<file path="config.mk">
export PLATFORM = sky130hd
export DESIGN_NAME = oled_spi_monitor
export DESIGN_NICKNAME = d
export VERILOG_FILES = /design/src/rtl/oled_pkg.sv /design/src/rtl/sync_edge.sv /design/src/rtl/oled_spi_monitor.sv
export SDC_FILE = /design/constraint.sdc
export NUM_CORES = 1
export LEC_CHECK = 0
export ABC_AREA = 1
export BUFFER_PORTS_ARGS = -buffer_cell sky130_fd_sc_hd__buf_2
export CORE_UTILIZATION = 58
export DETAILED_ROUTE_END_ITERATION = 12
export GPL_ROUTABILITY_DRIVEN = 1
export MAX_ROUTING_LAYER = met4
export PLACE_DENSITY = 0.76
export REMOVE_ABC_BUFFERS = 1
export SETUP_SLACK_MARGIN = 0.05
export SYNTH_ARGS = -nofsm -noshare
export SYNTH_HDL_FRONTEND = slang
export SYNTH_SLANG_ARGS = --single-unit
</file>
<file path="constraint.sdc">
create_clock -name clk -period 2.19 [get_ports clk]
set_input_delay 0.438 -clock clk [delete_from_list [all_inputs] [get_ports clk]]
set_output_delay 0.438 -clock clk [all_outputs]
set_load 0.01 [all_outputs]
</file>
<file path="src/rtl/oled_pkg.sv">
// Shared types and constants for the OLED SPI link monitor.
package oled_pkg;

  typedef enum logic [1:0] {
    LINK_OFF    = 2'd0,
    LINK_RESET  = 2'd1,
    LINK_ACTIVE = 2'd2
  } link_state_e;

  localparam logic [7:0] OLED_CMD_DISP_ON  = 8'hAF;
  localparam logic [7:0] OLED_CMD_DISP_OFF = 8'hAE;

  // 128x32 panel, each display byte covers one column of an 8-row page.
  localparam int OLED_COLS        = 128;
  localparam int OLED_ROWS        = 32;
  localparam int OLED_PAGES       = OLED_ROWS / 8;
  localparam int OLED_FRAME_BYTES = OLED_COLS * OLED_PAGES;

endpackage

</file>
<file path="src/rtl/sync_edge.sv">
// Two-flop synchroniser for a small bus plus a registered rising-edge pulse on bit 0.
// sync_out is delayed to line up with rise so sampled data matches the detected edge.
module sync_edge #(
  parameter int WIDTH = 1
) (
  input  logic             clk,
  input  logic             rst,
  input  logic [WIDTH-1:0] din,
  output logic [WIDTH-1:0] sync_out,
  output logic             rise
);

  logic [WIDTH-1:0] meta_q, meta_d;
  logic [WIDTH-1:0] sync_q, sync_d;
  logic [WIDTH-1:0] align_q, align_d;
  logic             rise_q, rise_d;

  always_comb begin
    meta_d  = din;
    sync_d  = meta_q;
    align_d = sync_q;
    rise_d  = sync_q[0] & ~align_q[0];
  end

  // NOTE: sequential state always uses non-blocking assignments so every flop
  // samples the pre-edge value of its neighbour; blocking here would collapse the chain.
  always_ff @(posedge clk) begin
    if (rst) begin
      meta_q  <= '0;
      sync_q  <= '0;
      align_q <= '0;
      rise_q  <= 1'b0;
    end else begin
      meta_q  <= meta_d;
      sync_q  <= sync_d;
      align_q <= align_d;
      rise_q  <= rise_d;
    end
  end

  assign sync_out = align_q;
  assign rise     = rise_q;

endmodule

</file>
<file path="src/rtl/oled_spi_monitor.sv">
// Passive receiver for the OLED SPI link: rebuilds MSB-first bytes, tags command/data,
// tracks display on/off, frame completion, dropped partial bytes and the link power state.
module oled_spi_monitor
  import oled_pkg::*;
#(
  parameter int idle_timeout = 1000,
  parameter int frame_bytes  = OLED_FRAME_BYTES
) (
  input  logic       clk,
  input  logic       rst,
  input  logic       sclk,
  input  logic       sdo,
  input  logic       dc,
  input  logic       res,
  input  logic       vdd,
  input  logic       vbat,
  output logic       byte_valid,
  output logic [7:0] byte_data,
  output logic       byte_is_data,
  output logic       display_on,
  output logic       frame_done,
  output logic       framing_err,
  output logic [1:0] link_state
);

  localparam int DCNT_W = (frame_bytes > 1) ? $clog2(frame_bytes) : 1;
  localparam int IDLE_W = $clog2(idle_timeout + 1);
  localparam logic [DCNT_W-1:0] DCNT_LAST = DCNT_W'(frame_bytes - 1);
  localparam logic [IDLE_W-1:0] IDLE_MAX  = IDLE_W'(idle_timeout);

  logic [2:0] sync_bus;
  logic       sclk_rise;
  logic       sdo_s, dc_s;
  logic       unused_sclk_level;

  sync_edge #(.WIDTH(3)) u_sync (
    .clk      (clk),
    .rst      (rst),
    .din      ({dc, sdo, sclk}),
    .sync_out (sync_bus),
    .rise     (sclk_rise)
  );

  assign sdo_s             = sync_bus[1];
  assign dc_s              = sync_bus[2];
  assign unused_sclk_level = sync_bus[0];

  link_state_e state_q, state_d;
  logic        accept, flush;

  always_ff @(posedge clk) begin
    if (rst) state_q <= LINK_OFF;
    else     state_q <= state_d;
  end

  always_comb begin
    state_d = state_q;
    if (vdd)       state_d = LINK_OFF;
    else if (!res) state_d = LINK_RESET;
    else           state_d = LINK_ACTIVE;
  end

  // Edges count only once already Active, so a release of res on the same cycle as an edge drops that edge.
  always_comb begin
    accept     = (state_q == LINK_ACTIVE);
    flush      = (state_d != LINK_ACTIVE);
    link_state = state_q;
  end

  logic [7:0]        shift_q, shift_d;
  logic [2:0]        bit_cnt_q, bit_cnt_d;
  logic [DCNT_W-1:0] data_cnt_q, data_cnt_d;
  logic [IDLE_W-1:0] idle_q, idle_d;
  logic              disp_q, disp_d;
  logic [7:0]        byte_data_q, byte_data_d;
  logic              byte_is_data_q, byte_is_data_d;
  logic              byte_valid_q, byte_valid_d;
  logic              frame_done_q, frame_done_d;
  logic              framing_err_q, framing_err_d;

  // NOTE: every signal gets a default at the top of the block so no path leaves
  // it unassigned, which would otherwise infer a latch.
  always_comb begin
    shift_d        = shift_q;
    bit_cnt_d      = bit_cnt_q;
    data_cnt_d     = data_cnt_q;
    disp_d         = disp_q;
    byte_data_d    = byte_data_q;
    byte_is_data_d = byte_is_data_q;
    byte_valid_d   = 1'b0;
    frame_done_d   = 1'b0;
    framing_err_d  = 1'b0;

    if (sclk_rise)               idle_d = '0;
    else if (idle_q != IDLE_MAX) idle_d = idle_q + 1'b1;
    else                         idle_d = idle_q;

    if (flush) begin
      shift_d    = '0;
      bit_cnt_d  = '0;
      data_cnt_d = '0;
      disp_d     = 1'b0;
    end else if (accept && sclk_rise) begin
      shift_d = {shift_q[6:0], sdo_s};
      if (bit_cnt_q == 3'd7) begin
        bit_cnt_d      = '0;
        byte_data_d    = shift_d;
        byte_is_data_d = dc_s;
        byte_valid_d   = 1'b1;
        if (dc_s) begin
          if (data_cnt_q == DCNT_LAST) begin
            data_cnt_d   = '0;
            frame_done_d = 1'b1;
          end else begin
            data_cnt_d = data_cnt_q + 1'b1;
          end
        end else if (shift_d == OLED_CMD_DISP_ON) begin
          disp_d = 1'b1;
        end else if (shift_d == OLED_CMD_DISP_OFF) begin
          disp_d = 1'b0;
        end
      end else begin
        bit_cnt_d = bit_cnt_q + 3'd1;
      end
    end else if (accept && bit_cnt_q != 3'd0 && idle_q != IDLE_MAX && idle_d == IDLE_MAX) begin
      bit_cnt_d     = '0;
      framing_err_d = 1'b1;
    end
  end

  always_ff @(posedge clk) begin
    if (rst) begin
      shift_q        <= '0;
      bit_cnt_q      <= '0;
      data_cnt_q     <= '0;
      idle_q         <= '0;
      disp_q         <= 1'b0;
      byte_data_q    <= '0;
      byte_is_data_q <= 1'b0;
      byte_valid_q   <= 1'b0;
      frame_done_q   <= 1'b0;
      framing_err_q  <= 1'b0;
    end else begin
      shift_q        <= shift_d;
      bit_cnt_q      <= bit_cnt_d;
      data_cnt_q     <= data_cnt_d;
      idle_q         <= idle_d;
      disp_q         <= disp_d;
      byte_data_q    <= byte_data_d;
      byte_is_data_q <= byte_is_data_d;
      byte_valid_q   <= byte_valid_d;
      frame_done_q   <= frame_done_d;
      framing_err_q  <= framing_err_d;
    end
  end

  assign byte_valid   = byte_valid_q;
  assign byte_data    = byte_data_q;
  assign byte_is_data = byte_is_data_q;
  assign display_on   = disp_q & ~vbat;
  assign frame_done   = frame_done_q;
  assign framing_err  = framing_err_q;

endmodule

</file>
==> flow_results.org <==
** STA
- At the pin with the least slew margin, the transition time is 716 ps.
- The number of failing hold endpoints at the final stage came to 0.
- Total negative setup slack :: 0 ps
- Post-route worst hold slack :: 306 ps
- Share of the clock period used by the worst path after layout :: 0.891
- The final max-slew violation count came to 0.
- Setup repair after global routing left no endpoint under its margin.
- Static timing analysis puts the maximum clock frequency at 512 MHz.
- Setup violations remaining at the end of the flow were counted as 0.
- Headroom to the max-slew limit :: 0.521
- The smallest clock period supported by the final layout is computed as 1950 ps.
- Skew final :: 6.48 ps

** Setup path
- Cell family with most CP delay :: simple AND/OR/NAND/NOR gates
- CP Launch Type :: register
- Critical path's largest stage delay :: 370 ps
- CP Capture Type :: register
- The largest individual stage delay along the critical path comes from the cell sky130_fd_sc_hd__dfxtp_1.
- Counting both buffers and inverters, the worst setup path holds a total of 3.
- Along the worst path, the maximum fanout reaches 8.
- WP data arrival :: 2150 ps
- By startpoint and endpoint, the worst setup path is classified as reg2reg.
- The cell that appears most often on the critical path is sky130_fd_sc_hd__inv_1.
- Required time of the critical path :: 2390 ps
- Cells along the critical path :: ha_1 -> inv_1 -> nor4_1 -> inv_1 -> nor3_1 -> ha_1 -> inv_1 -> o21ai_4 -> nor3_1

** CTS
- The H-tree was split into 2 levels.
- Clock Pin Slew Worst Setup and Hold Paths :: 100 ps
- Clock latency reported for the late side of the worst-skew pair :: 310 ps
- Number of setup buffers added after CTS :: 0
- Number of buffers inserted during clock tree synthesis :: 5
- In this run the deepest clock path goes through 2 buffers.
- Number of buffers added to fix hold violations after cts :: 0
- Num Clock Sinks :: 54
- Root Buffer Master :: sky130_fd_sc_hd__clkbuf_8
- TritonCTS built the clock tree.

** Die
- Standard-cell row count :: 22
- The die covers 4250 um2.
- The floorplan step defined a core boundary enclosing 3740 um2.
- Number of top-level pins :: 23
- Effective utilization at floorplan :: 0.618
- Measured along the x axis, the die boundary spans 65.2 um.
- The die is 65.2 um tall.

** Detailed routing
- Across all layers, the routed design uses 1839 vias.
- Using the TritonRoute via totals, the vias-per-cell ratio works out to 4.93.
- Violation count after the first detailed-route iteration :: 124
- Routed wire length :: 4.15 mm
- Antenna-violating nets left :: 0
- Detailed-router iteration count before antenna repair :: 5
- Routed wire length per instance :: 11.1 um
- Post-route DRC violation count :: 0

** Pwr
- Clock network power share :: 0.393
- Across the VDD grid, the largest voltage drop is 0.000647 V.
- Static leakage power :: 1.05 nW
- Share of power burned in combinational logic :: 0.035
- Sequential group share of total power :: 0.571
- For this design the total switching power over the nets is 0.395 mW.
- Cell Pwr Density :: 681 nW/um2
- Internal power :: 1.37 mW
- Of the total power, the share spent switching nets is 0.224.

** Layout
- Inserted Diodes :: 0
- Post-layout net count :: 339
- Number of fillers in the final layout :: 349
- Register Area :: 1080 um2
- Multi-input gate area :: 998 um2
- In the final layout, the share of cells above drive strength 1 is 0.157.
- Layout overhead on the synthesized area :: 11.7%

** Run
- Max-Cap Viols :: 0

** Synthesis
- The synthesized design contains 0 enable-type register cells.
- Of all flip-flops after synthesis, the portion carrying an async set or reset was 0.
- Average footprint of a synthesized cell :: 7.72 um2
- Instance count of the mapped netlist :: 300
- Commonest register cell after synthesis :: sky130_fd_sc_hd__dfxtp_1
- Synthesized flop and latch total :: 54
- The share of the Yosys chip area taken by registers is 0.467.
- In this run, distinct cell masters in the synthesized netlist total 29.
- Synthesized area :: 2310 um2
- During synthesis, Yosys emitted a total of 0 warnings.

** Placement
- Final weighted congestion in routability-driven placement :: 0.810
- During placement, the flow inserted port buffers numbering 22.
- Summed over all nets, the half-perimeter wirelength after detailed placement is 3.00 mm.

** Global route
- Number of global-route vias before repair :: 1699
- Pin count of the biggest net entering global routing :: 22
- The number of antenna violations at the first check in global routing is 0.
- The first global-routing pass estimated 7.18 mm of wire.
- For this run, the total global-route usage over all layers was measured as 0.226.
- Congestion Overflow GR :: 0

** Min path
- Worst min-delay path category :: in2reg

** Outcome
- Outcome :: finished, final reports clean
-- per-stage QoR --
stage	util	area (um2)	instances	power (mW)	setup slack, ps
floorplan	-	2290	295	1.07	450
CTS	0.689	2580	373	1.77	154
detailed placement	0.657	2460	365	1.09	228
global placement	0.657	2460	365	1.09	288
finish	0.691	2580	373	1.76	238
global route	0.691	2580	373	1.82	58.7
-- Yosys cell counts, types with 2 or more instances --
library cell	n	area [um2]
sky130_fd_sc_hd__inv_1	56	210
sky130_fd_sc_hd__dfxtp_1	54	1080
sky130_fd_sc_hd__nor2_1	42	158
sky130_fd_sc_hd__nand2_1	33	124
sky130_fd_sc_hd__a21oi_1	25	125
sky130_fd_sc_hd__o21ai_0	17	85.1
sky130_fd_sc_hd__nand3_1	15	75.1
sky130_fd_sc_hd__nor3_1	11	55.1
sky130_fd_sc_hd__ha_1	7	87.6
sky130_fd_sc_hd__nor2_4	5	56.3
sky130_fd_sc_hd__nand2_2	3	18.8
sky130_fd_sc_hd__nand3_2	3	30.0
sky130_fd_sc_hd__nor3_2	3	30.0
sky130_fd_sc_hd__nor4_1	3	18.8
sky130_fd_sc_hd__buf_2	2	10.0
sky130_fd_sc_hd__clkbuf_1	2	7.51
sky130_fd_sc_hd__nand4_1	2	12.5
sky130_fd_sc_hd__nor2_2	2	12.5
sky130_fd_sc_hd__nor3b_1	2	15.0
sky130_fd_sc_hd__o21ai_1	2	10.0
sky130_fd_sc_hd__o21ai_2	2	17.5
sky130_fd_sc_hd__xor2_1	2	17.5
-- logic make-up (layout without fill, tap and decap cells) --
group                      Yosys count  count (layout)  share of synthesized area
DFF                                 54              54                      0.467
xor gates and xnor gates             3               3                     0.0146
and+or+nand+nor                    126             126                      0.270
AOI/OAI and AO/OA                   47              47                      0.106
buffers and inverters               63              88                      0.105
adders and majority gates            7               7                     0.0378
-- cells in the final DEF, fill, tap and decap left out, types with 5 or more instances in the layout --
| cell type | count |
|---|---|
| sky130_fd_sc_hd__a21oi_1 | 25 |
| sky130_fd_sc_hd__buf_2 | 22 |
| sky130_fd_sc_hd__clkbuf_8 | 5 |
| sky130_fd_sc_hd__dfxtp_1 | 54 |
| sky130_fd_sc_hd__ha_1 | 7 |
| sky130_fd_sc_hd__inv_1 | 56 |
| sky130_fd_sc_hd__nand2_1 | 33 |
| sky130_fd_sc_hd__nand3_1 | 15 |
| sky130_fd_sc_hd__nor2_1 | 42 |
| sky130_fd_sc_hd__nor2_4 | 5 |
| sky130_fd_sc_hd__nor3_1 | 11 |
| sky130_fd_sc_hd__o21ai_0 | 17 |
-- power by group through the flow --
stage,clock (mW),combinational (mW),sequential (mW)
2_1_floorplan,0,0.0392,1.03
3_3_place_gp,0,0.0604,1.03
3_5_place_dp,0,0.0618,1.03
4_1_cts,0.705,0.0622,1.01
5_1_grt,0.738,0.0734,1.01
6_report,0.692,0.0624,1.01
-- registers in the layout, summed over array words and instances, names as in the netlist --
register,flops
u_sync.sync_out,3
framing_err,1
u_sync.align_d,3
byte_data,8
frame_done,1
shift_q,7
bit_cnt_q,3
data_cnt_q,9
byte_valid,1
byte_is_data,1
u_sync.rise,1
disp_q,1
idle_q,10
u_sync.meta_q,3
link_state,2
-- layer usage --
layer  vias up  wire [um]  track usage
li1        988          -            -
met1       813       2050        0.284
met2        33       1910        0.365
met3         5        142       0.0521
met4         0         44       0.0625
met5         -          0            -
-- worst paths after layout --
kind         slack [ps]                          start  cells after the start                         end
max                 240     data_cnt_q[0]$_SDFFE_PP0P_                      9  data_cnt_q[2]$_SDFFE_PP0P_
min                 310                            res                      2    link_state[0]$_SDFF_PP0_
max reg2reg         240     data_cnt_q[0]$_SDFFE_PP0P_                      9  data_cnt_q[2]$_SDFFE_PP0P_
min reg2reg         400  u_sync.sync_out[0]$_SDFF_PP0_                      1      u_sync.rise$_SDFF_PP0_
-- layout make-up --
| type | instances | share of cell area |
|---|---|---|
| timing repair buffer | 22 | 0.0426 |
| tap | 48 | 0.0232 |
| clock buffer | 5 | 0.0266 |
| inverter | 58 | 0.0842 |
| clock inverter | 3 | 0.0189 |
| sequential | 54 | 0.418 |
| multi-input combinational | 183 | 0.386 |
-- what timing repair did --
| item | CTS | global route |
|---|---|---|
| endpoints found under the setup margin | 0 | 8 |
| hold endpoints to repair | 0 | 0 |
| gates resized for setup | 0 | 1 |
Note: power is estimated with default switching activity, not from simulation.
